--- src/rtl/mem_port_arbiter.sv ---
// mem_port_arbiter: lets the fetch path and the load/store path share one
// unified memory. It issues one transaction at a time, waits a fixed read
// latency, then acks the requester that owns the transaction.
// Optional build macro MEMARB_ROUND_ROBIN_EN: when it is defined, a tie
// goes to the port that did not win the last grant. When it is undefined,
// data always beats fetch.
module mem_port_arbiter #(
    parameter int ADDR_W      = 32,
    parameter int DATA_W      = 32,
    parameter int MEM_LATENCY = 2
) (
    input  logic              clock,
    input  logic              reset,
    input  logic              if_req,
    input  logic [ADDR_W-1:0] if_addr,
    output logic              if_ack,
    output logic [DATA_W-1:0] if_rdata,
    input  logic              d_req,
    input  logic              d_we,
    input  logic [ADDR_W-1:0] d_addr,
    input  logic [DATA_W-1:0] d_wdata,
    output logic              d_ack,
    output logic [DATA_W-1:0] d_rdata,
    output logic              mem_en,
    output logic              mem_we,
    output logic [ADDR_W-1:0] mem_addr,
    output logic [DATA_W-1:0] mem_wdata,
    input  logic [DATA_W-1:0] mem_rdata,
    output logic              busy,
    output logic              owner
);

    localparam logic [1:0] ST_IDLE = 2'd0;
    localparam logic [1:0] ST_WAIT = 2'd1;
    localparam logic [1:0] ST_RESP = 2'd2;

    logic [1:0]        state_q, state_d;
    logic [3:0]        cnt_q, cnt_d;
    logic              owner_q, owner_d;
    logic              mem_en_q, mem_en_d;
    logic              mem_we_q, mem_we_d;
    logic [ADDR_W-1:0] mem_addr_q, mem_addr_d;
    logic [DATA_W-1:0] mem_wdata_q, mem_wdata_d;
    logic [DATA_W-1:0] rdata_q, rdata_d;
    logic              grant_data;

    // Pick the winner for the IDLE cycle. owner_q also holds the last grant.
    // Fetch (0) is the reset value, so the first tie goes to data.
    always_comb begin
`ifdef MEMARB_ROUND_ROBIN_EN
        grant_data = d_req && (!if_req || !owner_q);
`else
        grant_data = d_req;
`endif
    end

    // Next-state logic: issue in IDLE, count latency in WAIT, ack in RESP.
    always_comb begin
        state_d     = state_q;
        cnt_d       = cnt_q;
        owner_d     = owner_q;
        mem_en_d    = 1'b0;
        mem_we_d    = mem_we_q;
        mem_addr_d  = mem_addr_q;
        mem_wdata_d = mem_wdata_q;
        rdata_d     = rdata_q;
        case (state_q)
            ST_IDLE: begin
                if (if_req || d_req) begin
                    state_d     = ST_WAIT;
                    mem_en_d    = 1'b1;
                    cnt_d       = 4'(MEM_LATENCY);
                    owner_d     = grant_data;
                    mem_we_d    = grant_data ? d_we : 1'b0;
                    mem_addr_d  = grant_data ? d_addr : if_addr;
                    mem_wdata_d = grant_data ? d_wdata : '0;
                end
            end
            ST_WAIT: begin
                if (cnt_q == 4'd0) begin
                    rdata_d = mem_rdata;
                    state_d = ST_RESP;
                end else begin
                    cnt_d = cnt_q - 4'd1;
                end
            end
            ST_RESP: begin
                state_d = ST_IDLE;
            end
            default: begin
                state_d = ST_IDLE;
            end
        endcase
    end

    // State and datapath registers. Reset drops any in-flight transaction.
    always_ff @(posedge clock or negedge reset) begin
        if (!reset) begin
            state_q     <= ST_IDLE;
            cnt_q       <= 4'd0;
            owner_q     <= 1'b0;
            mem_en_q    <= 1'b0;
            mem_we_q    <= 1'b0;
            mem_addr_q  <= '0;
            mem_wdata_q <= '0;
            rdata_q     <= '0;
        end else begin
            state_q     <= state_d;
            cnt_q       <= cnt_d;
            owner_q     <= owner_d;
            mem_en_q    <= mem_en_d;
            mem_we_q    <= mem_we_d;
            mem_addr_q  <= mem_addr_d;
            mem_wdata_q <= mem_wdata_d;
            rdata_q     <= rdata_d;
        end
    end

    // Output decode. Acks and read data come from registered state only.
    always_comb begin
        if_ack    = (state_q == ST_RESP) && !owner_q;
        d_ack     = (state_q == ST_RESP) && owner_q;
        if_rdata  = if_ack ? rdata_q : '0;
        d_rdata   = (d_ack && !mem_we_q) ? rdata_q : '0;
        mem_en    = mem_en_q;
        mem_we    = mem_we_q;
        mem_addr  = mem_addr_q;
        mem_wdata = mem_wdata_q;
        busy      = (state_q != ST_IDLE);
        owner     = owner_q;
    end

endmodule

--- config.mk ---
export PLATFORM = sky130hd
export DESIGN_NAME = mem_port_arbiter
export DESIGN_NICKNAME = d
export VERILOG_FILES = /design/src/rtl/mem_port_arbiter.sv
export SDC_FILE = /design/constraint.sdc
export NUM_CORES = 1
export LEC_CHECK = 0
export ABC_AREA = 1
export BUFFER_PORTS_ARGS = -buffer_cell sky130_fd_sc_hd__buf_2
export CORE_MARGIN = 2
export CORE_UTILIZATION = 49
export CTS_CLUSTER_DIAMETER = 40
export DETAILED_ROUTE_END_ITERATION = 12
export GPL_TIMING_DRIVEN = 0
export HOLD_SLACK_MARGIN = 0.1
export PLACE_DENSITY = 0.94
export SYNTH_ARGS = -nofsm -noshare
export SYNTH_HDL_FRONTEND = slang
export SYNTH_SLANG_ARGS = --single-unit
--- constraint.sdc ---
create_clock -name clock -period 3.3 [get_ports clock]
set_input_delay 0.66 -clock clock [delete_from_list [all_inputs] [get_ports clock]]
set_output_delay 0.66 -clock clock [all_outputs]
set_load 0.02 [all_outputs]
==> flow_metrics.tcl <==
set metrics [dict create \
    worstReg2RegEnd "mem_addr[14]" \
    dp_hpwl_um 11030 \
    grtUsageTotal 0.2604 \
    yosysTopAreaCell "dfrtp_1" \
    boundaryPins 267 \
    syn_avg_cell_area_sq_um 7.353 \
    area_growth_pct 34.84 \
    cts_resized 0 \
    cts_made_buffers 9 \
    leakage_uw 0.004221 \
    grt_max_degree 55 \
    wire_per_inst_um 13.15 \
    critPathLaunch "state_q[1]" \
    postCtsSetupBuffers 0 \
    rr_worst_depth 6 \
    stdcell_area_sq_mm 0.006673 \
    r2r-start "state_q[0]" \
    finalSetupTns_ns 0 \
    layoutNonFillerInstCount 1088 \
    hold_path_class "in -> async" \
    place_area_sq_mm 0.006471 \
    antennaDiodeCount 0 \
    hold_viol_final 0 \
    ir_worst_vdd_v 0.0005241 \
    placedCellCount 1072 \
    setup.worst_path.end "d_rdata[0]" \
    drive_gt1_frac 0.3288 \
    ant_nets 0 \
    gp_congestion 0.8324 \
    syn_inst 673 \
    cts_root_buffer "clkbuf_8" \
    timing.slew.headroom 0.5450 \
    tightest_slew_ns 0.6825 \
    die_x_um 104.5 \
    fin_crit_ns 2.450 \
    cts_tree "yes" \
    syn_area_sq_mm 0.004948 \
    p_total_uw 5719 \
    skew_ns 0.01551 \
    vias 5168 \
    cp-start-kind "flip-flop" \
    dieHeight_um 104.5 \
    nets 1084 \
    status "finished, final reports clean" \
    rows 36 \
    gr-total-overflow 0 \
    ys_types 19 \
    postSynthNetCount 807 \
    rsz0062_at_grt "false" \
    ctsLongestPathBuffers 2 \
    clk_pin_slew_ns 0.10 \
    via_per_inst 4.750 \
    htree_num_levels 3 \
    wirelength_um 14310 \
    antenna_found_initial 1 \
    start_util 0.5063 \
    powerDensity_mw_per_mm2 857.1 \
    grt_pass1_wl_um 22930 \
    path_class "reg -> out" \
    yosysSeqAreaShare 0.5310 \
    r2r_slack_ns 1.66 \
    hold_buffers 0 \
    cp_max_fo 10 \
    core-area_sq_mm 0.009774 \
    end_kind "output port" \
    initialDrtViolationCount 306 \
    clock_latency_ns 0.36 \
    dp_slack_ns 1.222 \
    first_global_vias 4926 \
    period_share 0.7425 \
    setup_viol 0 \
    cap_violations 0 \
    ys_seq_elements 105 \
    synth_area_leaders "dfrtp_1 (53%), nand2_1 (23%), inv_1 (5.6%)" \
    yosysWarnings 0 \
    cp.required_ns 2.64 \
    slew_violations 0 \
    layout_common_cells "nand2_1 (307), buf_2 (282), dfrtp_1 (105)" \
    fmax_mhz 408.1 \
    final_common_cell "nand2_1" \
    setup_ws_ns 0.8497 \
    numPortBuffers 265 \
    yosysTopAreaCellShare 0.5310 \
    die_area_sq_mm 0.01092 \
    clkSinkCount 105 \
    firstDrtPassIters 5 \
    drc 0 \
    worstPathArrival_ns 1.79 \
]
[cells by family (layout without fill, tap and decap cells)]
| kind of cell | count (synthesis) | in the layout | synth area share |
|---|---|---|---|
| compound gates | 36 | 36 | 0.03717 |
| fa+ha+maj | 1 | 1 | 0.002528 |
| buf+inv | 114 | 396 | 0.09709 |
| flops | 105 | 105 | 0.5310 |
| simple gates | 417 | 417 | 0.3322 |
[final cells by class]
type,instances,area [sq um]
inverters,78,292.8
fillers,839,3102
clock buffers,9,123.9
multi-input cells,454,1841
plain buffers,36,187.7
clock inverters,7,77.57
well taps,133,166.4
repair buffers,266,1356
flip-flops and latches,105,2628
[layer usage]
layer	share of wire	GRT usage
met5	0.00091	0
met4	0.016	0.07529
met3	0.074	0.04887
met2	0.53	0.4865
met1	0.38	0.3016
[through the flow]
stage          hold slack (ns)    util
3_5_place_dp            0.4540  0.6621
5_1_grt                 0.3605  0.6827
2_1_floorplan           0.3644       -
4_1_cts                 0.3362  0.6827
3_3_place_gp            0.4492  0.6590
6_report                0.3307  0.6827
[power breakdown]
part           internal (uW)  switching [uW]  total (uW)
registers               1880             332        2210
clock network            358             449         807
logic                    867            1830        2700
[state kept, by name, indices dropped and copies added, names as in the netlist]
register and count:
mem_we 1, owner 1, rdata_q 32, mem_en 1
cnt_q 4, mem_wdata 32, state_q 2, mem_addr 32
[worst max-delay path, stage by stage (launching register included)]
cell	delay [ns]
dfrtp_1	0.49
inv_2	0.08
nor3_2	0.13
nand2_1	0.16
buf_2	0.23
nor2_1	0.16
buf_2	0.19
[how the worst min path moves through the flow]
stage                  startpoint            end  depth (start not counted)
floorplan                   reset       cnt_q[0]                          0
global placement    mem_wdata[21]  mem_wdata[21]                          2
detailed placement  mem_wdata[27]  mem_wdata[27]                          2
CTS                         reset  mem_wdata[27]                          1
global route                reset    rdata_q[26]                          1
finish                      reset    rdata_q[26]                          1
[cell usage after synthesis]
cell and n:
nand3_2 1, nor2_4 2, dfrtp_1 105, nor2_1 66
ha_1 1, clkbuf_1 12, nand4_1 1, nand2_1 307
buf_1 1, inv_1 74, a21oi_1 1, buf_4 2
nor3_2 1, nand3_1 39, buf_2 18, buf_6 3
o21ai_0 34, o21ai_2 1, inv_2 4
Note: power is estimated with default switching activity, not from simulation.
